**config.mk**
```make
export PLATFORM = sky130hd
export DESIGN_NAME = bin_to_bcd_seq
export DESIGN_NICKNAME = d
export VERILOG_FILES = /design/src/rtl/bin_to_bcd_seq.sv
export SDC_FILE = /design/constraint.sdc
export NUM_CORES = 1
export LEC_CHECK = 0
export BUFFER_PORTS_ARGS = -buffer_cell sky130_fd_sc_hd__buf_4
export CORE_AREA = 2 2 60 104
export DETAILED_ROUTE_END_ITERATION = 10
export DIE_AREA = 0 0 62 106
export PLACE_DENSITY = 0.7
export RECOVER_POWER = 100
export SYNTH_ARGS = -nofsm -noshare
export SYNTH_HDL_FRONTEND = slang
export SYNTH_SLANG_ARGS = --single-unit
```
**constraint.sdc**
```tcl
create_clock -name clk -period 1.9 [get_ports clk]
set_clock_uncertainty 0.05 [all_clocks]
set_input_delay 0.095 -clock clk [delete_from_list [all_inputs] [get_ports clk]]
set_output_delay 0.095 -clock clk [all_outputs]
set_load 0.01 [all_outputs]
```
**src/rtl/bin_to_bcd_seq.sv**
```systemverilog
// Sequential binary-to-BCD converter using shift-and-add-3, one input bit per clock.
// Drives packed BCD digits for the board-test seven-segment display path.
module bin_to_bcd_seq #(
    parameter int WIDTH  = 16,
    parameter int DIGITS = 5
) (
    input  logic                  clk,
    input  logic                  rst_n,
    input  logic                  start,
    input  logic [WIDTH-1:0]      bin_in,
    output logic                  busy,
    output logic                  done,
    output logic [4*DIGITS-1:0]   bcd_out
);

    localparam int CNT_W = $clog2(WIDTH + 1);
    localparam int SR_W  = 4 * DIGITS + WIDTH;

    typedef enum logic [1:0] {
        IDLE,
        SHIFT,
        DONE
    } state_t;

    state_t                state;
    logic [4*DIGITS-1:0]   bcd_acc;
    logic [4*DIGITS-1:0]   bcd_adj;
    logic [WIDTH-1:0]      bin_sh;
    logic [CNT_W-1:0]      bit_cnt;
    logic [SR_W-1:0]       shifted;
    logic                  last_shift;

    // Every digit >= 5 gets +3 so that the following left shift carries correctly into the next digit.
    always_comb begin
        bcd_adj = bcd_acc;
        for (int d = 0; d < DIGITS; d++) begin
            if (bcd_acc[4*d +: 4] >= 4'd5) begin
                bcd_adj[4*d +: 4] = bcd_acc[4*d +: 4] + 4'd3;
            end
        end
    end

    assign shifted    = {bcd_adj, bin_sh} << 1;
    assign last_shift = (bit_cnt == CNT_W'(WIDTH - 1));

    always_ff @(posedge clk) begin
        if (!rst_n) begin
            state   <= IDLE;
            bcd_acc <= '0;
            bin_sh  <= '0;
            bit_cnt <= '0;
            bcd_out <= '0;
            busy    <= 1'b0;
            done    <= 1'b0;
        end else begin
            case (state)
                IDLE, DONE: begin
                    done <= 1'b0;
                    if (start) begin
                        bin_sh  <= bin_in;
                        bcd_acc <= '0;
                        bit_cnt <= '0;
                        state   <= SHIFT;
                        busy    <= 1'b1;
                    end else begin
                        state   <= IDLE;
                        busy    <= 1'b0;
                    end
                end
                SHIFT: begin
                    {bcd_acc, bin_sh} <= shifted;
                    bit_cnt           <= bit_cnt + CNT_W'(1);
                    // The result register only updates once all WIDTH bits are in, so no partial value escapes.
                    if (last_shift) begin
                        bcd_out <= shifted[SR_W-1 -: 4*DIGITS];
                        state   <= DONE;
                        busy    <= 1'b0;
                        done    <= 1'b1;
                    end
                end
                default: begin
                    state <= IDLE;
                    busy  <= 1'b0;
                    done  <= 1'b0;
                end
            endcase
        end
    end

endmodule

```
======== Yosys cells after proc, flatten, opt, wreduce, memory -nomap -nowiden ========
Cells that the tools add are included.
Widths: inputs -> output; s select.
cells by class
  magnitude comparators ................... 5
  mux-type cells .......................... 17
  equal/unequal tests ..................... 5
  reductions and logical operators ........ 6
  add/sub/neg operators ................... 6
operator list
  kind                 count
  $pmux 20 s2          1
  $pmux 16 s2          1
  $ge 4x3->1 const B   5
  $mux 20              1
  $add 4x2->4 const B  4
  $mux 16              1
  $mux 4               4
  $pmux 5 s2           1
  $reduce_and 2->1     3
  $add 5x1->5 const B  1
  $eq 5x4->1 const B   1
  $mux 5               1
  $ne 2x2->1 const B   2
  $pmux 2 s2           1
  $add 3x2->3 const B  1
  $mux 1               3
  $mux 3               1
  $eq 2x1->1 const B   1
  $eq 2x2->1 const B   1
  $logic_not 2->1      1
  $mux 2               1
  $pmux 1 s2           1
  $reduce_bool 2->1    1
  $reduce_or 2->1      1
storage, ports and cells
  bits of input ports ..................... 19
  register bits after elaboration ......... 65
  word-level logic and storage cells ...... 46

======== Depth between registers and ports, before layout ========
Gate-level depths: netlist of run 1.
  word-level depth ........................ 4
  depth in mapped cells ................... 7

======== Least setup slack after synthesis of run 1 ========
No wires, ideal clock.
  path type ............................... register to register
  start ................................... reg bit_cnt[0]
  end ..................................... reg bcd_out[17]
  period minus slack after synthesis ...... 1633 ps
  library setup time ...................... 63 ps
  stages on the path, launching flop included .. 8
  required time ........................... 1787 ps
  path buffers ............................ 1
  slack ................................... 267 ps
  data arrival time ....................... 1520 ps
  cell sequence ........................... dfxtp_1 -> ha_1 -> and3_1 -> ha_1 -> and2_1 -> clkbuf_1 -> nand4_1 -> nand3_1
between the ends
  longest elaborated chain between the ends .. 2
RTL lines
  element                     RTL line  RTL
  start, declared             29        logic [CNT_W-1:0] bit_cnt;
  start signal, assigned      72        bit_cnt <= bit_cnt + CNT_W'(1);
  $eq 5x4->1                  44        assign last_shift = (bit_cnt == CNT_W'(WIDTH - 1));
  $reduce_and 2->1 (no line)  n/a
  end signal, assigned        75        bcd_out <= shifted[SR_W-1 -: 4*DIGITS];
  end, declared               13        output logic [4*DIGITS-1:0] bcd_out
No other way between the ends.
A chain may end at the register's enable or synchronous reset.

======== Final worst setup path of run 1 ========
  start ................................... reg bcd_acc[16]
  end ..................................... reg bcd_out[18]
between the ends
  longest elaborated chain between the ends .. 2
RTL lines
  element                                    RTL line  RTL
  start, declared                            26        logic [4*DIGITS-1:0] bcd_acc;
  start signal, assigned                     71        {bcd_acc, bin_sh} <= shifted;
  $ge 4x3->1 or $add 3x2->3 (tied branches)  37, 38
  $mux 3 (*)                                 37        if (bcd_acc[4*d +: 4] >= 4'd5) begin
Mark *: on every way between the ends. The rest lies on a longest branch, timed or not.

==> results of run 1 <==
[routing by layer]
metal | GRT usage | up-vias | wire length [µm]
met5 | 0 | - | 0
met4 | 0.09878 | 0 | 132
met3 | 0.04501 | 13 | 227
met2 | 0.3579 | 58 | 3340
met1 | 0.2230 | 1126 | 2447
li1 | - | 1191 | -
[sequential cells by signal (all words and copies together), names as in the netlist]
name / flops
bit_cnt: 5
bin_sh: 16
bcd_acc: 20
busy: 1
state: 2
done: 1
bcd_out: 20
[path summary, 6_finish.rpt]
path	end	slack, ns	cells after the start	start
setup / recovery	bcd_out[18]$_SDFFE_PN0P_	0.17	6	bcd_acc[16]$_SDFFE_PN0P_
hold / removal	bit_cnt[2]$_SDFFE_PN0P_	0.09	4	start
setup reg to reg	bcd_out[18]$_SDFFE_PN0P_	0.17	6	bcd_acc[16]$_SDFFE_PN0P_
hold reg to reg	bit_cnt[4]$_SDFFE_PN0P_	0.41	2	bit_cnt[4]$_SDFFE_PN0P_
[timing repair]
item	4_1_cts	5_1_grt
endpoints found under the setup margin	6	2
hold endpoints to repair	16	0
hold buffers	16	0
resized for setup	1	1
[worst reg2reg max path: cells and delay by family, from the launching register on]
kind | cells | cell delay (ns)
and+or+nand+nor | 3 | 0.71
buffers and inverters | 1 | 0.10
adders and majority gates | 1 | 0.25
AOI/OAI and AO/OA | 1 | 0.16
DFF | 1 | 0.41
[area by class of cell]
class / instances / area, µm²
multi-input combinational: 190 / 1246
clock buffer: 10 / 127.6
tap: 78 / 97.59
clock inverter: 6 / 82.58
inverter: 28 / 105.1
sequential: 65 / 1301
fill: 538 / 2396
timing repair buffer: 62 / 430.4
[cells by family after synthesis]
group | after synthesis | synth area share
compound gates | 93 | 0.2094
simple gates | 75 | 0.1529
flops | 65 | 0.4704
buf+inv | 45 | 0.07734
fa+ha+maj | 12 | 0.05427
xor+xnor | 5 | 0.01583
mux | 5 | 0.01990
[cells in the final DEF, fill, tap and decap left out, types with 3 or more instances in the layout]
cell type and count:
nor3_1 5, a21oi_1 17, a222oi_1 15, a22o_1 4, clkbuf_8 9, nor2_1 4, xnor2_1 5, buf_4 21
or3b_2 4, nor3b_1 6, inv_1 28, clkinv_2 3, nand3_1 12, clkbuf_1 23, o21ai_0 44, o21ai_1 3
a31oi_1 4, nand2_1 23, ha_1 12, dlygate4sd3_1 16, nand2b_1 7, dfxtp_1 65
[power breakdown]
group          leakage, nW  switching (mW)  internal, mW
registers            0.527          0.0214          1.40
clock network        0.106           0.514         0.732
logic                0.732          0.0904        0.0920
total                 1.36           0.626          2.22
==> metrics.md, run 1 <==
| Metric | Value |
|---|---|
| Number of flops mapped to enable cells by yosys | 0 |
| Shortest period the worst path allows | 1.733 ns |
| Worst-path cell chain | inv_1 > ha_1 > nand2b_1 > a21oi_1 > or4b_1 > nand3_1 |
| Routed vias/inst | 5.440 |
| Largest cells by area after synthesis | dfxtp_1 (47%), o21ai_0 (6.9%), a222oi_1 (5.4%) |
| Critical path endpoint category | flip-flop |
| Design area | 3391 µm² |
| Critical path type | reg2reg |
| Top achievable clock speed | 577.1 MHz |
| Nets | 387 |
| Fin crit share | 0.9120 |
| Power Total | 2.846 mW |
| Largest net degree at the start of global routing | 33 |
| Routability congestion estimate | 0.7791 |
| Diodes inserted | 0 |
| First-pass GRT wire length | 10340 µm |
| Type of origin of the critical path | flip-flop |
| Final worst slack | 0.1672 ns |
| Relative slew slack | 0.6399 |
| Worst slew pin tran | 0.5401 ns |
| Dpl ws | 0.005159 ns |
| Die area | 6572 µm² |
| CTS Sinks | 65 |
| Status | finished, final reports clean |
| Post-Syn Area | 2766 µm² |
| Setup bufs post-CTS | 0 |
| Die span in y | 106 µm |
| Vias in the first global route | 2368 |
| DR iter-0 viols | 179 |
| Detailed Route WL | 6148 µm |
| Synth cell count leaders | dfxtp_1 (65), o21ai_0 (38), inv_1 (28), nand2_1 (23), a21oi_1 (17) |
| Fin cells | 439 |
| Post-synth ARST share | 0 |
| Leak pwr | 1.365 nW |
| Slowest stage delay, CP | 0.54 ns |
| Total negative setup slack | 0 ns |
| Num ports | 41 |
| Final Util | 0.5859 |
| Worst-Skew Late Latency | 0.34 ns |
| HP Class | in2reg |
| DRT antenna net count | 0 |
| Root Driver | clkbuf_8 |
| TritonRoute pass-1 iters | 4 |
| Synth Net Count | 331 |
| #FFs+latches synth | 65 |
| Synth Warn # | 0 |
| CTS tree | built |
| CTS HTree Levels | 3 |
| Main synth FF type | dfxtp_1 |
| Antenna violations before repair | 0 |
| Seq/Total Area, Yosys | 0.4704 |
| Clock transition at path regs | 0.07 ns |
| Inserted Clock Buffers | 9 |
| FP Rows | 37 |
| Share of layout cells above drive strength 1 | 0.1357 |
| Area added between synthesis and finish | 22.57% |
| Deepest clock path buffer count | 2 |
| CP top delay family | simple AND/OR/NAND/NOR gates |
| Fin. max-slew vios | 0 |
| Most frequent cell after synthesis | dfxtp_1 |
| Power per Cell Area | 839.3 nW/µm² |
| Avg WL per Cell | 14.00 µm |
| Slowest-stage cell, CP | or4b_1 |
| Hold slack | 0.08940 ns |
| Final setup violation count | 0 |
| Syn Area/Cell | 9.221 µm² |
| Netlist cell types | 41 |
| CP Data Arrival Time | 1.96 ns |
| Leading area contributor after synthesis | dfxtp_1 |
| Vias post-DR | 2388 |
| DR DRC count | 0 |
| Port-buffer cells | 40 |
| Initial Util | 0.4781 |
| Total GRT Usage | 0.2064 |
| Core Region | 5787 µm² |
| Data required, critical path | 2.13 ns |
| Die width | 62 µm |
| Cell Area, Placed | 3119 µm² |
| VDD IR max | 0.0007709 V |
| RSZ-0062 raised after global routing | no |
| DP HPWL | 4154 µm |
| CP bufs+invs | 1 |
| Final Hold Vio Count | 0 |
| Total grt overflow | 0 |
| CP Max Fanout | 6 |
| Placed cell count | 407 |
| Syn Inst Count | 300 |
| Max Cap Violations | 0 |
| Top-area cell type share of the netlist area | 0.4704 |
No activity file was read; power rests on OpenSTA's default activity.
==> run 2: changes to the inputs <==
- clock period: 1.9 -> 1.62 ns (I/O delays scaled with it)
==> metrics.md, run 2 (synthesis results as in run 1) <==
| Metric | Value |
|---|---|
| Status | finished, violations left (was finished, final reports clean) |
| Violated checks | negative setup slack |
| Relative slew slack | 0.7802 (was 0.6399) |
| Root Driver | clkbuf_8 (unchanged) |
| RSZ-0062 raised after global routing | yes (was no) |
| CP Data Arrival Time | 1.87 ns (was 1.96 ns) |
| Total GRT Usage | 0.2046 (was 0.2064) |
| Detailed Route WL | 6198 µm (was 6148 µm) |
| Num ports | 41 (unchanged) |
| Data required, critical path | 1.84 ns (was 2.13 ns) |
| Area added between synthesis and finish | 34.42% (was 22.57%) |
| Share of layout cells above drive strength 1 | 0.2565 (was 0.1357) |
| Fin crit share | 1.018 (was 0.9120) |
| Leak pwr | 1.524 nW (was 1.365 nW) |
| Largest net degree at the start of global routing | 33 (unchanged) |
| First-pass GRT wire length | 10160 µm (was 10340 µm) |
| Final Hold Vio Count | 0 (unchanged) |
| Core Region | 5787 µm² (unchanged) |
| CTS tree | built (unchanged) |
| Final setup violation count | 1 (was 0) |
| Worst Hold Depth | 4 (unchanged) |
| Routed vias/inst | 5.315 (was 5.440) |
| Hold Crit Endpoint | bit_cnt[2]$_SDFFE_PN0P_ (unchanged) |
| Fin cells | 460 (was 439) |
| Clock transition at path regs | 0.07 ns (about the same) |
| Die width | 62 µm (unchanged) |
| DRT antenna net count | 0 (unchanged) |
| DR iter-0 viols | 163 (was 179) |
| Worst slew pin tran | 0.3297 ns (was 0.5401 ns) |
| FP Rows | 37 (unchanged) |
| DP HPWL | 4208 µm (was 4154 µm) |
| FF-to-FF path depth | 7 (was 6) |
| VDD IR max | 0.0007514 V (was 0.0007709 V) |
| DR DRC count | 0 (unchanged) |
| Final worst slack | -0.02934 ns (was 0.1672 ns) |
| Critical path endpoint category | flip-flop (unchanged) |
| Largest regs | bcd_acc x20, bcd_out x20, bin_sh x16 (unchanged) |
| Fin. max-slew vios | 0 (unchanged) |
| Inserted Clock Buffers | 9 (unchanged) |
| Initial Util | 0.4781 (unchanged) |
| TritonRoute pass-1 iters | 4 (unchanged) |
| Port-buffer cells | 40 (unchanged) |
| Die span in y | 106 µm (unchanged) |
| CTS HTree Levels | 3 (unchanged) |
| Flop-to-flop setup slack | -0.03 ns (was 0.17 ns) |
| Die area | 6572 µm² (unchanged) |
| Antenna violations before repair | 0 (unchanged) |
| Max Cap Violations | 0 (unchanged) |
| Shortest period the worst path allows | 1.649 ns (was 1.733 ns) |
| R2r endpoint | bcd_out[18]$_SDFFE_PN0P_ (unchanged) |
| Placed cell count | 424 (was 407) |
| Final Util | 0.6426 (was 0.5859) |
| Deepest clock path buffer count | 2 (unchanged) |
| Hold Startpoint | start (unchanged) |
| Diodes inserted | 0 (unchanged) |
| Critical path type | reg2reg (unchanged) |
| CP Max Fanout | 4 (was 6) |
| Most frequent cells in the layout | dfxtp_1 (55), buf_4 (41), o21ai_0 (35) (was dfxtp_1 (65), o21ai_0 (44), inv_1 (28)) |
| Avg WL per Cell | 13.47 µm (was 14.00 µm) |
| Vias in the first global route | 2321 (was 2368) |
| Commonest non-fill, non-tap cell in the layout | dfxtp_1 (unchanged) |
| Power per Cell Area | 960.4 nW/µm² (was 839.3 nW/µm²) |
| Nets | 408 (was 387) |
| Top achievable clock speed | 606.3 MHz (was 577.1 MHz) |
| CTS Sinks | 65 (unchanged) |
| Critical R2R Launch | bit_cnt[0]$_SDFFE_PN0P_ (was bcd_acc[16]$_SDFFE_PN0P_) |
| HP Class | in2reg (unchanged) |
| Routability congestion estimate | 0.7722 (was 0.7791) |
| Vias post-DR | 2445 (was 2388) |
| Worst-Skew Late Latency | 0.33 ns (was 0.34 ns) |
| Total grt overflow | 0 (unchanged) |
| Type of origin of the critical path | flip-flop (unchanged) |
run 2: changes by cell type in the layout (fill, tap and decap cells not counted), sizes merged:
cell	before	now
buf	22	45
bufinv	2	3
clkbuf	34	33
clkinv	3	1
run 2: metal layers:
metal  wire [µm]  GRT usage  vias to the layer above
met5           0          0                        -
met4          94    0.07903                        0
met3         244    0.05231                        8
met2        3363     0.3542                       53
met1        2495     0.2264                     1160
li1            -          -                     1224
run 2: final cells by class:
type | count | area, µm²
Inverter | 28 | 105.1
Multi-Input combinational cell | 190 | 1334
Clock buffer | 11 | 141.4
Tap cell | 78 | 97.59
Clock inverter | 5 | 102.6
Sequential cell | 65 | 1316
Timing Repair Buffer | 83 | 621.8
Fill cell | 482 | 2068
run 2: report_power, final:
part / switching (mW) / internal (mW)
clock: 0.600 / 1.06
sequential: 0.0259 / 1.64
combinational: 0.116 / 0.129
total: 0.742 / 2.83
run 2: timing repair:
action | CTS | global route
buffers inserted | 1 | 3
resized for setup | 11 | 23
hold endpoints to repair | 16 | 0
hold buffers | 16 | 0
endpoints found under the setup margin | 15 | 24
pin swaps | 4 | 11
run 2: worst max-delay path by stage:
stage / startpoint / endpoint / slack, ns / cells past startpoint
after floorplan: bit_cnt[0]$_SDFFE_PN0P_ / bcd_out[17]$_SDFFE_PN0P_ / 0.02 / 6
after global placement: bit_cnt[0]$_SDFFE_PN0P_ / bcd_out[11]$_SDFFE_PN0P_ / -0.10 / 6
after detailed placement: bit_cnt[0]$_SDFFE_PN0P_ / bcd_out[3]$_SDFFE_PN0P_ / -0.21 / 6
after CTS: bit_cnt[1]$_SDFFE_PN0P_ / bcd_out[17]$_SDFFE_PN0P_ / 0.003 / 7
after global routing: bit_cnt[0]$_SDFFE_PN0P_ / bcd_out[18]$_SDFFE_PN0P_ / -0.08 / 7
final: bit_cnt[0]$_SDFFE_PN0P_ / bcd_out[18]$_SDFFE_PN0P_ / -0.03 / 7
run 2: critical path, stage by stage (launching register included):
cell and delay, ns:
dfxtp_2 0.35, ha_4 0.14, and3_4 0.17, ha_4 0.14, buf_6 0.10, nand2_4 0.04
or4b_1 0.51, nand3_1 0.09
run 2: stage by stage:
stage                     instance area (µm²)  hold WS, ns  setup WS, ns  setup TNS (ns)  total power [mW]
after global routing                     3719      0.07258      -0.08208         -0.2117             3.693
final                                    3719      0.06887      -0.02934        -0.02934             3.571
after detailed placement                 3274       0.2451       -0.2078          -1.888             1.909
after CTS                                3731      0.05570      0.002709               0             3.594
after floorplan                          2770       0.1502       0.02119               0             1.822
after global placement                   3274       0.2359       -0.1036         -0.9872             1.904
